$ cat config.mk
export PLATFORM = sky130hd
export DESIGN_NAME = neuron_core_addr_decoder
export DESIGN_NICKNAME = d
export VERILOG_FILES = /design/src/rtl/neuron_core_pkg.sv /design/src/rtl/neuron_core_region_dec.sv /design/src/rtl/neuron_core_addr_decoder.sv
export SDC_FILE = /design/constraint.sdc
export NUM_CORES = 1
export LEC_CHECK = 0
export BUFFER_PORTS_ARGS = -buffer_cell sky130_fd_sc_hd__buf_2
export CAP_MARGIN = 15
export CORE_MARGIN = 2
export CORE_UTILIZATION = 43
export CTS_BUF_LIST = sky130_fd_sc_hd__clkbuf_8 sky130_fd_sc_hd__clkbuf_16
export CTS_CLUSTER_DIAMETER = 40
export CTS_CLUSTER_SIZE = 10
export DETAILED_ROUTE_END_ITERATION = 10
export HOLD_SLACK_MARGIN = 0.02
export PLACE_DENSITY = 0.82
export SYNTH_ARGS = -nofsm -noshare
export SYNTH_HDL_FRONTEND = slang
export SYNTH_SLANG_ARGS = --single-unit
$ cat constraint.sdc
create_clock -name wb_clk_i -period 3.75 [get_ports wb_clk_i]
set_input_delay 0.5625 -clock wb_clk_i [delete_from_list [all_inputs] [get_ports wb_clk_i]]
set_output_delay 0.5625 -clock wb_clk_i [all_outputs]
set_load 0.01 [all_outputs]
$ cat src/rtl/neuron_core_pkg.sv
// Shared definitions for the neuron core address decoder: region encodings,
// FSM state type and default core geometry.
package neuron_core_pkg;

  localparam int DEFAULT_NUM_NEURONS = 256;
  localparam int DEFAULT_NUM_PARAMS  = 32;

  localparam logic [1:0] REGION_SYNAP = 2'b00;
  localparam logic [1:0] REGION_PARAM = 2'b01;
  localparam logic [1:0] REGION_SPIKE = 2'b10;
  localparam logic [1:0] REGION_NONE  = 2'b11;

  typedef enum logic [1:0] {
    IDLE = 2'd0,
    WAIT = 2'd1,
    ACK  = 2'd2
  } state_t;

  // Index width for a field addressing n entries; never narrower than 1 bit.
  function automatic int field_w(input int n);
    return (n > 1) ? $clog2(n) : 1;
  endfunction

endpackage

$ cat src/rtl/neuron_core_region_dec.sv
// Combinational region and field extractor applied to the latched bus address.
// Splits the address into region select, parameter index and word index, and
// flags unmapped / out-of-range parameter accesses.
module neuron_core_region_dec
  import neuron_core_pkg::*;
#(
  parameter int  NUM_NEURONS = DEFAULT_NUM_NEURONS,
  parameter int  NUM_PARAMS  = DEFAULT_NUM_PARAMS,
  parameter int  REGION_LSB  = 13,
  parameter int  PARAM_LSB   = 4,
  localparam int WW          = field_w(NUM_NEURONS),
  localparam int PW          = field_w(NUM_PARAMS)
) (
  input  logic [31:0]   adr,
  output logic          sel_synap,
  output logic          sel_param,
  output logic          sel_spike,
  output logic          unmapped,
  output logic          param_range_err,
  output logic [PW-1:0] param_num,
  output logic [WW-1:0] word_idx
);

  logic [1:0]    region;
  logic [PW-1:0] param_field;

  // Address bits outside the decoded fields are intentionally ignored.
  logic unused_adr;
  assign unused_adr = ^adr;

  // Slice the fields and decode the region into one-hot selects.
  always_comb begin
    region          = adr[REGION_LSB +: 2];
    param_field     = adr[PARAM_LSB +: PW];
    word_idx        = adr[2 +: WW];
    sel_synap       = (region == REGION_SYNAP);
    sel_param       = (region == REGION_PARAM);
    sel_spike       = (region == REGION_SPIKE);
    unmapped        = (region == REGION_NONE);
    param_num       = sel_param ? param_field : '0;
    param_range_err = sel_param && (int'(param_field) >= NUM_PARAMS);
  end

endmodule

$ cat src/rtl/neuron_core_addr_decoder.sv
// Registered Wishbone address decoder and access sequencer for the neuron core.
// Captures one access, holds the decoded selects stable for WAIT_CYCLES wait
// states, then acknowledges for one cycle. Dropping cyc mid-access aborts it.
// Optional feature: define NEURON_DECODE_ERR_EN to add wbs_err_o, which
// replaces ack for unmapped or out-of-range parameter accesses.
module neuron_core_addr_decoder
  import neuron_core_pkg::*;
#(
  parameter int  NUM_NEURONS = DEFAULT_NUM_NEURONS,
  parameter int  NUM_PARAMS  = DEFAULT_NUM_PARAMS,
  parameter int  REGION_LSB  = 13,
  parameter int  PARAM_LSB   = 4,
  parameter int  WAIT_CYCLES = 1,
  localparam int WW          = field_w(NUM_NEURONS),
  localparam int PW          = field_w(NUM_PARAMS)
) (
  input  logic          wb_clk_i,
  input  logic          wb_rst_n,
  input  logic          wbs_cyc_i,
  input  logic          wbs_stb_i,
  input  logic          wbs_we_i,
  input  logic [31:0]   wbs_adr_i,
  output logic          wbs_ack_o,
  output logic          sel_synap_o,
  output logic          sel_param_o,
  output logic          sel_spike_o,
  output logic [PW-1:0] param_num_o,
  output logic [WW-1:0] word_idx_o,
  output logic          we_o,
  output logic          busy_o
`ifdef NEURON_DECODE_ERR_EN
  ,
  output logic          wbs_err_o
`endif
);

  // Counter preload so that WAIT lasts exactly WAIT_CYCLES cycles.
  localparam logic [3:0] WAIT_LOAD = (WAIT_CYCLES == 0) ? 4'd0 : 4'(WAIT_CYCLES - 1);

  state_t      state;
  state_t      state_next;
  logic [3:0]  cnt;
  logic [3:0]  cnt_next;
  logic        capture;
  logic        busy;
  logic        respond;

  logic [31:0] adr_held;
  logic        we_held;

  logic          dec_synap;
  logic          dec_param;
  logic          dec_spike;
  logic          dec_unmapped;
  logic          dec_range_err;
  logic [PW-1:0] dec_param_num;
  logic [WW-1:0] dec_word_idx;

  neuron_core_region_dec #(
    .NUM_NEURONS (NUM_NEURONS),
    .NUM_PARAMS  (NUM_PARAMS),
    .REGION_LSB  (REGION_LSB),
    .PARAM_LSB   (PARAM_LSB)
  ) region_dec (
    .adr             (adr_held),
    .sel_synap       (dec_synap),
    .sel_param       (dec_param),
    .sel_spike       (dec_spike),
    .unmapped        (dec_unmapped),
    .param_range_err (dec_range_err),
    .param_num       (dec_param_num),
    .word_idx        (dec_word_idx)
  );

  // Next-state logic: capture in IDLE, count down in WAIT, single-cycle ACK.
  always_comb begin
    state_next = state;
    cnt_next   = cnt;
    capture    = 1'b0;
    case (state)
      IDLE: begin
        if (wbs_cyc_i && wbs_stb_i) begin
          capture    = 1'b1;
          cnt_next   = WAIT_LOAD;
          state_next = (WAIT_CYCLES == 0) ? ACK : WAIT;
        end
      end
      WAIT: begin
        if (!wbs_cyc_i) begin
          state_next = IDLE;
          cnt_next   = 4'd0;
        end else if (cnt == 4'd0) begin
          state_next = ACK;
        end else begin
          cnt_next = cnt - 4'd1;
        end
      end
      ACK: begin
        state_next = IDLE;
        cnt_next   = 4'd0;
      end
      default: begin
        state_next = IDLE;
        cnt_next   = 4'd0;
      end
    endcase
  end

  // Control state with asynchronous reset.
  always_ff @(posedge wb_clk_i or negedge wb_rst_n) begin
    if (!wb_rst_n) begin
      state <= IDLE;
      cnt   <= 4'd0;
    end else begin
      state <= state_next;
      cnt   <= cnt_next;
    end
  end

  // Address and write-enable are latched only at capture; outputs are gated by busy.
  always_ff @(posedge wb_clk_i) begin
    if (capture) begin
      adr_held <= wbs_adr_i;
      we_held  <= wbs_we_i;
    end
  end

  // Decoded outputs are live only while an access is in flight.
  always_comb begin
    busy        = (state != IDLE);
    respond     = (state == ACK) && wbs_cyc_i;
    busy_o      = busy;
    sel_synap_o = busy && dec_synap;
    sel_param_o = busy && dec_param;
    sel_spike_o = busy && dec_spike;
    param_num_o = busy ? dec_param_num : '0;
    word_idx_o  = busy ? dec_word_idx : '0;
    we_o        = busy && we_held;
  end

`ifdef NEURON_DECODE_ERR_EN
  // Unmapped or out-of-range parameter accesses terminate with err instead of ack.
  always_comb begin
    wbs_ack_o = respond && !(dec_unmapped || dec_range_err);
    wbs_err_o = respond && (dec_unmapped || dec_range_err);
  end
`else
  logic unused_err;
  assign unused_err = dec_unmapped ^ dec_range_err;

  // Every access terminates with ack, including unmapped ones.
  always_comb begin
    wbs_ack_o = respond;
  end
`endif

endmodule

**Word-level counts from Yosys, hierarchy flattened**

Cells that the tools add are included.
Widths: inputs -> output; s select.

- Output and inout bits: 19
- Register bits: 22
- Input bits: 37

- Equality and inequality tests: 7
- Muxes and demuxes: 13
- Add/subtract/negate cells: 1
- Reductions and logical operators: 12

Operators with widths:

| cell | count |
|---|---|
| $mux 4 | 3 |
| $mux 5 | 2 |
| $mux 8 | 1 |
| $pmux 4 s2 | 1 |
| $logic_and 1x1->1 | 6 |
| $mux 2 | 3 |
| $ne 3x3->1 const B | 2 |
| $eq 2x1->1 const B | 2 |
| $eq 2x2->1 const B | 2 |
| $logic_not 2->1 | 2 |
| $logic_not 4->1 | 1 |
| $pmux 2 s2 | 1 |
| $reduce_and 2->1 | 2 |
| $sub 4x1->4 const B | 1 |
| $mux 1 | 2 |
| $ne 2x2->1 const B | 1 |
| $reduce_bool 2->1 | 1 |

**Depth between registers and ports, before layout**

Gate-level depths: netlist of the first run.

- Depth in word-level cells: 4
- Depth in mapped cells: 5
- Gate-level depth less buffers: 5

**Cells and area by module**

Synthesis of the first run repeated with hierarchy kept, for this count alone.

- Cell total of the unflattened synthesis: 107
- Area total of the unflattened synthesis: 1599.0 µm²

By module, submodules not included:

| module | area an instance (µm²) | instances | cells each | sequential area each (µm²) |
|---|---|---|---|---|
| neuron_core_addr_decoder | 1460.2 | 1 | 88 | 1141.1 |
| neuron_core_region_dec | 138.9 | 1 | 19 | 0.0 |

**Worst setup path after synthesis of the first run**

OpenSTA, ideal clock, no wires.

- Path kind: flip-flop to output port
- Start point: register state[0]
- End point: output sel_spike_o
- Cell stages (with the launch flop): 4
- Required time: 3.188 ns
- Arrival: 1.041 ns
- Path slack: 2.146 ns
- Cells stage by stage: dfrtp_1 -> nor2_4 -> buf_2 -> nor3b_1

- Word-level cells in the longest chain between the ends: 2

Ends and longest elaborated chain:

| element | RTL line | text |
|---|---|---|
| start, declared | neuron_core_addr_decoder.sv:40 | `state_t state;` |
| start signal, assigned | neuron_core_addr_decoder.sv:115 | `state <= state_next;` |
| $reduce_bool 2->1 | neuron_core_addr_decoder.sv:130 | `busy = (state != IDLE);` |
| $logic_and 1x1->1 | neuron_core_addr_decoder.sv:135 | `sel_spike_o = busy && dec_spike;` |
| end, declared | neuron_core_addr_decoder.sv:26 | `output logic sel_spike_o,` |

No other way between the ends.

**Worst setup path after layout of the first run**

- Start point: register state[0]
- End point: output param_num_o[2]

- Word-level cells in the longest chain between the ends: 2

Ends and longest elaborated chain:

| element | RTL line | text |
|---|---|---|
| $reduce_bool 2->1 | neuron_core_addr_decoder.sv:130 |  |
| $mux 5 | neuron_core_addr_decoder.sv:136 | `param_num_o = busy ? dec_param_num : '0;` |
| end, declared | neuron_core_addr_decoder.sv:27 | `output logic [PW-1:0] param_num_o,` |

No other way between the ends.

==> results of run 1 <==
[state kept, by name, indices dropped and copies added (netlist names)]
register  flops
adr_held     10
cnt           4
state         2
we_held       1
[critical path: stages (launching register included)]
cell	delay, ns
dfrtp_1	0.47
nor2_4	0.34
nor3b_4	0.10
and2_1	0.16
buf_2	0.13
[path summary, 6_finish.rpt]
kind / from / slack, ns / endpoint
max in group asynchronous: wb_rst_n / 3.48 / cnt[1]$_DFFE_PN0P_
min reg2reg: cnt[1]$_DFFE_PN0P_ / 0.53 / cnt[1]$_DFFE_PN0P_
min: wb_rst_n / 0.12 / cnt[3]$_DFFE_PN0P_
min in group wb_clk_i: wbs_adr_i[6] / 0.49 / adr_held[6]$_DFFE_PP_
max reg2reg: state[0]$_DFFE_PN0P_ / 2.06 / adr_held[8]$_DFFE_PP_
max: state[0]$_DFFE_PN0P_ / 1.74 / param_num_o[2]
[synth_stat cells]
master and n:
inv_1 4, a21o_1 2, nor3b_4 1, edfxtp_1 11, and2_1 5, nand3b_4 1
buf_2 1, nor3_1 3, o21ai_0 2, o21ai_2 1, nor2b_1 9, dfrtp_1 6
nor4b_2 1, nand2b_1 2, or3b_4 1, ha_1 2, and3_1 1, nor2_1 2
a2111oi_1 1, o2bb2ai_1 2, nor2_4 1, a211o_1 1, nor3b_1 3
[placed cells by master (no fill, tap or decap)]
| master | synthesis | layout |
|---|---|---|
| o2bb2ai_1 | 2 | 2 |
| dfrtp_1 | 6 | 6 |
| edfxtp_1 | 11 | 11 |
| and2_1 | 5 | 5 |
| nor2_4 | 1 | 1 |
| o21ai_0 | 2 | 2 |
| or3b_4 | 1 | 1 |
| buf_2 | 1 | 33 |
| and3_1 | 1 | 1 |
| nor3b_4 | 1 | 1 |
| nand2b_1 | 2 | 2 |
| nor2b_1 | 9 | 9 |
| nor4b_2 | 1 | 1 |
| a2111oi_1 | 1 | 1 |
| clkbuf_8 | 0 | 3 |
| o21ai_2 | 1 | 1 |
| clkinv_2 | 0 | 1 |
| ha_1 | 2 | 2 |
| a21o_1 | 2 | 2 |
| nor2_1 | 2 | 2 |
| nor3b_1 | 3 | 3 |
| nand3b_4 | 1 | 1 |
| a211o_1 | 1 | 1 |
| inv_1 | 4 | 4 |
| nor3_1 | 3 | 3 |
[cell type report]
type	instances	area [sq um]
timing repair buffer	33	165
sequential	17	480
multi-input combinational	41	323
fill	164	703
clock buffer	3	41.3
clock inverter	1	5.00
tap	25	31.3
inverter	4	15.0
[metrics by stage]
step	setup slack, ns	power (mW)	util [%]	hold WS, ns	cells
2_1_floorplan	2.15	0.249	-	0.267	63
3_3_place_gp	2.03	0.270	57.5	0.392	120
3_5_place_dp	1.99	0.273	57.5	0.392	120
4_1_cts	1.72	0.406	60.1	0.125	124
5_1_grt	1.62	0.423	60.1	0.131	124
6_report	1.74	0.401	60.1	0.122	124
[power by group through the flow]
stage               Combinational, mW  Clock [mW]  Sequential [mW]
finish                         0.0540       0.132            0.214
global placement               0.0528           0            0.217
floorplan                      0.0316           0            0.217
CTS                            0.0553       0.137            0.214
global route                   0.0613       0.147            0.215
detailed placement             0.0552           0            0.218
[logic make-up (layout without fill, tap and decap cells)]
logic type,Yosys count,after routing,share of synthesized area [%]
flip-flops,17,17,58.4
adder cells (fa/ha/maj),2,2,3.04
buffers and inverters,5,41,2.43
AND/OR/NAND/NOR,30,30,27.7
AO/OA/AOI/OAI,9,9,8.51
[metal layers]
metal | track usage, % | vias to the layer above
met3 | 3.40 | 2
met1 | 13.5 | 262
met5 | 0 | -
li1 | - | 299
met4 | 8.11 | 0
met2 | 26.1 | 19
==> results.toml, run 1 <==
[worst_hold_path]
hold_class = "in -> async"

[drt]
wl_met1_um = 596
top_layer = "met4"
drc = 0
via_count = 582
routed-wl-met3_um = 92
wirelength_mm = 1.47
first_pass_iters = 2
drtIter0Drc = 10
wl_per_cell_um = 11.8
avgViaCountPerCell = 4.69
wl_met2_um = 770
ant_nets = 0

[floorplanning]
start_util_pct = 46.7
die_width_um = 47.8
die_y_um = 47.8
fp.dieArea_sq_mm = 0.00228
row_count = 15
ios = 56
core_sq_mm = 0.00176

[cts]
cts_buffers = 3
cts.path.max_buffers = 2
htreeDepth = 1
cts_setup_buffers = 0
path_clk_slew_ns = 0.07
root_buffer = "clkbuf_8"
cts_sinks = 17
cts_resized = 0
clk_latency_ns = 0.25
cts_tree = "done"
holdBufCountCts = 0

[cells_and_area]
area_growth_syn_to_layout_pct = 28.9
antenna_cells = 0
stdcell_area_sq_mm = 0.00106
drive_gt1_share_pct = 43.4
nets = 139

[timing]
finClkSkew_ns = 0.00489
relSlewSlack_pct = 68.3
setup_violations = 0
rsz0062_at_grt = "false"
period_needed_ns = 2.01
finalHoldViolCount = 0
worst_pin_slew_ns = 0.476
finalSetupTns_ns = 0
fin_crit_sh_pct = 53.7
fmax_ghz = 0.497
slew_violations = 0

[pwr]
power.internal_mw = 0.306
p_sw_share_pct = 23.6
p_per_area_mw_per_mm2 = 378
p_comb_share_pct = 13.5
peakVddDrop_v = 0.000205
power.switching_mw = 0.0945
clockPowerShare_pct = 33.0
seqPwrFrac_pct = 53.5
p_leak_nw = 0.523

[synth]
syn_area_sq_um = 823
ys_types = 23
synth_top_cell_area_share_pct = 40.1
ys_seq_elements = 17
syn_inst = 63
avgSynthCellArea_sq_um = 13.1
synth_top_area_cell = "edfxtp_1"
yosysWarnings = 0
synth_nets = 102
ys_seq_area_share_pct = 58.4
ys_top_cells_by_area = "edfxtp_1 40%, dfrtp_1 18%, nor2b_1 6.8%, and2_1 3.8%, ha_1 3.0%"

[global_routing]
grt_start_max_net_pins = 15
antenna_found_initial = 0
grt_pass1_vias = 541
gr-total-overflow = 0
grt_pass1_wl_mm = 2.09
globalRouteTotalUtil_pct = 13.9

[place]
portBuffers = 33
gp_congestion = 0.704
dp_hpwl_mm = 1.20
place_area_sq_mm = 0.00101

[critical_path]
crit_fanout = 14
cp-start-kind = "register"
required_ns = 3.19
cp-end-kind = "output pin"
cp.arrival_ns = 1.45
rr_worst_depth = 2
worstSetupPathType = "reg -> out"

[status]
status = "finished, final reports clean"

[job]
cap_violations = 0
Note: power is estimated with default switching activity, not from simulation.
==> run 2, diff against run 1 <==
- CORE_UTILIZATION: 43 -> 40
- PLACE_DENSITY: 0.82 -> 0.77
- clock period: 3.75 -> 2 ns (I/O delays scaled with it)
==> results.toml, run 2 (synthesized netlist as in run 1, its figures left out) <==
[global_routing]
grt_pass1_wl_mm = 2.10
grt_start_max_net_pins = 14
globalRouteTotalUtil_pct = 11.5
grt_pass1_vias = 515
antenna_found_initial = 0
gr-total-overflow = 0

[cells_and_area]
reg_top3 = "adr_held (10), cnt (4), state (2)"
n_fill_cell = 179
nets = 141
mostFrequentLayoutCell = "buf_2"
area_growth_syn_to_layout_pct = 31.2
regMostFlops = "adr_held"
post-route-util_pct = 55.6
final_cell_mix = "33 x buf_2, 11 x edfxtp_1, 9 x nor2b_1"
drive_gt1_share_pct = 42.6
largest_reg_flops = 10
antenna_cells = 0

[timing]
finalHoldViolCount = 0
setup_violations = 0
rsz0062_at_grt = "false"
finClkSkew_ns = 0.00126
fmax_ghz = 0.557
period_needed_ns = 1.79
fin_crit_sh_pct = 89.7
finalSetupTns_ns = 0
worst_pin_slew_ns = 0.457
fin_ws_ns = 0.205
relSlewSlack_pct = 69.5
slew_violations = 0

[drt]
ant_nets = 0
first_pass_iters = 2
wirelength_mm = 1.31
wl_per_cell_um = 10.2
drtIter0Drc = 5
via_count = 599
avgViaCountPerCell = 4.68
drc = 0

[job]
cap_violations = 0

[status]
status = "finished, final reports clean"

[floorplanning]
row_count = 16
ios = 56
die_y_um = 49.4
core_sq_mm = 0.00194
fp.dieArea_sq_mm = 0.00244
start_util_pct = 42.4
die_width_um = 49.4

[critical_path]
cp-start-kind = "register"
worstSetupPathType = "reg -> out"
crit_fanout = 13
rr_startpoint = "cnt[0]$_DFFE_PN0P_"
reg2reg_to = "cnt[1]$_DFFE_PN0P_"
cp.arrival_ns = 1.49
required_ns = 1.70
rr_worst_depth = 5
cp-end-kind = "output pin"
ff2ff_setup_slack_ns = 0.51

[worst_hold_path]
whs_path_depth = 1
hold_class = "in -> reg"
min-delay-start = "wbs_adr_i[8]"
hold_end = "adr_held[8]$_DFFE_PP_"

[pwr]
peakVddDrop_v = 0.000362
p_per_area_mw_per_mm2 = 689
p_leak_nw = 0.533

[place]
dp_hpwl_mm = 1.08
post-place-ws_ns = 0.440
portBuffers = 33
gp_congestion = 0.764

[cts]
path_clk_slew_ns = 0.06
htreeDepth = 1
cts_setup_buffers = 0
root_buffer = "clkbuf_8"
cts_sinks = 17
clk_latency_ns = 0.24
cts_tree = "done"
cts_buffers = 3
cts.path.max_buffers = 2
==> run 2: cell count changes in the layout (fill, tap and decap cells not counted), sizes merged <==
cell and delta:
inv +1, buf +1, clkinv -1, dlygate4sd3 +1
==> run 2: how the worst max path moves through the flow <==
| stage | from | slack, ns | endpoint | cells after the start |
|---|---|---|---|---|
| after floorplan | state[0]$_DFFE_PN0P_ | 0.43 | adr_held[13]$_DFFE_PP_ | 3 |
| after global placement | state[0]$_DFFE_PN0P_ | 0.48 | param_num_o[0] | 5 |
| after detailed placement | state[0]$_DFFE_PN0P_ | 0.44 | param_num_o[3] | 5 |
| after CTS | state[0]$_DFFE_PN0P_ | 0.17 | param_num_o[3] | 5 |
| after global routing | state[0]$_DFFE_PN0P_ | 0.06 | param_num_o[2] | 5 |
| final | state[0]$_DFFE_PN0P_ | 0.21 | param_num_o[3] | 5 |
==> run 2: power breakdown <==
group / internal, mW / switching, mW
sequential: 0.392 / 0.0102
combinational: 0.0491 / 0.0554
clock: 0.136 / 0.102
==> run 2: final cells by class <==
class,instances,area (sq um),share of cell area (%)
Clock buffer,3,41.3,3.82
Multi-Input combinational cell,41,323,29.9
Clock inverter,1,3.75,0.348
Sequential cell,17,480,44.5
Timing Repair Buffer,35,183,16.9
Inverter,4,15.0,1.39
Tap cell,27,33.8,3.13
==> run 2: metal layers <==
metal / vias to the layer above / share of wire [%] / track usage [%] / wire (um)
li1: 302 / - / - / -
met1: 270 / 41 / 12.9 / 543
met2: 25 / 49 / 19.4 / 644
met3: 2 / 8.5 / 3.68 / 112
met4: 0 / 0.76 / 5.71 / 10
met5: - / 0 / 0 / 0
==> run 2: critical path, cell delays in order (launching register included) <==
cell and delay, ns:
dfrtp_1 0.50, nor2_4 0.06, buf_4 0.18, nor3b_4 0.23, and2_1 0.15, buf_2 0.12
==> run 2: repair_timing <==
action                    CTS  global route
resized for setup           0             0
hold buffers                1             0
hold endpoints to repair    6             0
==> run 2: through the flow <==
stage / total power, mW / hold WS (ns) / cells / cell area (sq um)
CTS: 0.755 / 0.225 / 128 / 1080
global route: 0.783 / 0.214 / 128 / 1080
detailed placement: 0.514 / 0.134 / 123 / 1020
global placement: 0.510 / 0.130 / 123 / 1020
finish: 0.744 / 0.231 / 128 / 1080
floorplan: 0.466 / 0.00441 / 63 / 823
==> run 3, diff against run 2 <==
- clock period: 2 -> 1.8 ns (I/O delays scaled with it)
==> results.toml, run 3 (synthesized netlist as in run 1, its figures left out) <==
[worst_hold_path]
min-delay-start = "wbs_adr_i[8]"
hold_end = "adr_held[8]$_DFFE_PP_"
whs_path_depth = 1
hold_class = "in -> reg"

[drt]
via_count = 598
drtIter0Drc = 3
wl_per_cell_um = 10.8
ant_nets = 0
first_pass_iters = 2
avgViaCountPerCell = 4.64
wirelength_mm = 1.40
drc = 0

[global_routing]
grt.busiest_layer = "met2"
grt_use_met3_pct = 3.68
grt_start_max_net_pins = 14
use_met1_pct = 13.9
grt_pass1_wl_mm = 2.30
globalRouteTotalUtil_pct = 12.6
grt_pass1_vias = 524
use_met2_pct = 21.4
gr-total-overflow = 0
antenna_found_initial = 0

[timing]
finalSetupTns_ns = 0
finClkSkew_ns = 0.00174
worst_pin_slew_ns = 0.459
relSlewSlack_pct = 69.4
slew_violations = 0
rsz0062_at_grt = "false"
fin_crit_sh_pct = 93.0
finalHoldViolCount = 0
setup_violations = 0
fmax_ghz = 0.597
whs_ns = 0.199
period_needed_ns = 1.67

[job]
cap_violations = 0

[critical_path]
required_ns = 1.53
rr_worst_depth = 5
rr_startpoint = "cnt[0]$_DFFE_PN0P_"
cp-start-kind = "register"
crit_fanout = 13
ff2ff_setup_slack_ns = 0.31
cp.arrival_ns = 1.40
crit_path_max_incr_delay_ns = 0.42
critical_path.cell_chain = "nor2_4 > buf_4 > nor3b_4 > and2_1 > buf_2"
critical_path.slowest_cell = "dfrtp_2"
worstSetupPathType = "reg -> out"
reg2reg_to = "cnt[1]$_DFFE_PN0P_"
cp-end-kind = "output pin"

[pwr]
p_leak_nw = 0.536
peakVddDrop_v = 0.000367
p_per_area_mw_per_mm2 = 766

[cts]
htreeDepth = 1
root_buffer = "clkbuf_8"
cts_buffers = 3
cts.path.max_buffers = 2
path_clk_slew_ns = 0.06
clk_latency_ns = 0.24
cts_tree = "done"
cts_sinks = 17

[place]
dp_hpwl_mm = 1.10
gp_congestion = 0.757
place_area_sq_mm = 0.00102
portBuffers = 33

[cells_and_area]
nets = 142
stdcell_area_sq_mm = 0.00109
n_fill_cell = 184
regArea_sq_um = 483
regMostFlops = "adr_held"
drive_gt1_share_pct = 45.1
mostFrequentLayoutCell = "buf_2"
area_growth_syn_to_layout_pct = 32.4
largest_reg_flops = 10
multi_input_area_sq_um = 323
final_cell_mix = "33 x buf_2, 11 x edfxtp_1, 9 x nor2b_1"
reg_top3 = "adr_held (10), cnt (4), state (2)"
antenna_cells = 0

[floorplanning]
row_count = 16
die_width_um = 49.4
die_y_um = 49.4
start_util_pct = 42.4
core_sq_mm = 0.00194
fp.dieArea_sq_mm = 0.00244
ios = 56

[status]
status = "finished, final reports clean"
==> run 3: cell count changes in the layout (fill, tap and decap cells not counted), sizes merged <==
| cell | delta |
|---|---|
| buf | +1 |
==> run 3: worst max path at each step <==
stage | startpoint | end | slack [ns]
after floorplan | state[0]$_DFFE_PN0P_ | adr_held[13]$_DFFE_PP_ | 0.23
after global placement | state[0]$_DFFE_PN0P_ | param_num_o[0] | 0.31
after detailed placement | state[0]$_DFFE_PN0P_ | param_num_o[0] | 0.27
after CTS | state[1]$_DFFE_PN0P_ | param_num_o[0] | 0.07
after global routing | state[0]$_DFFE_PN0P_ | param_num_o[4] | 0.02
final | state[0]$_DFFE_PN0P_ | param_num_o[0] | 0.13
==> run 3: timing repair <==
action | in CTS | in global routing
buffers inserted | 0 | 1
pin swaps | 0 | 0
resized for setup | 1 | 1
hold endpoints to repair | 6 | 0
setup endpoints to repair | 3 | 4
hold buffers | 1 | 0
==> run 3: routing by layer <==
metal / routed length (um) / vias to the layer above
met5: 0 / -
met2: 690 / 23
met3: 99 / 2
met1: 594 / 272
met4: 10 / 0
li1: - / 301
==> run 3: area by class of cell <==
class | count | share of cell area (%)
clock buffers | 3 | 3.79
multi-input cells | 41 | 29.6
clock inverters | 1 | 0.344
repair buffers | 36 | 17.5
well taps | 27 | 3.10
inverters | 4 | 1.38
flip-flops and latches | 17 | 44.3
==> run 3: metrics by stage <==
step / cells / utilization, % / power (mW) / setup WS, ns
2_1_floorplan: 63 / - / 0.518 / 0.227
3_3_place_gp: 123 / 52.8 / 0.566 / 0.308
3_5_place_dp: 123 / 52.8 / 0.571 / 0.272
4_1_cts: 128 / 55.7 / 0.837 / 0.0675
5_1_grt: 129 / 56.1 / 0.874 / 0.0242
6_report: 129 / 56.1 / 0.835 / 0.125
==> run 3: critical path, delay by kind of cell, from the launching register on <==
| family | cells | cell delay [ns] |
|---|---|---|
| simple gates | 3 | 0.44 |
| flops | 1 | 0.42 |
| buf+inv | 2 | 0.30 |
==> run 3: power by group <==
group          switching [mW]  total (mW)  internal, mW
Combinational          0.0641       0.121        0.0570
Sequential             0.0106       0.446         0.436
Clock                   0.117       0.268         0.151
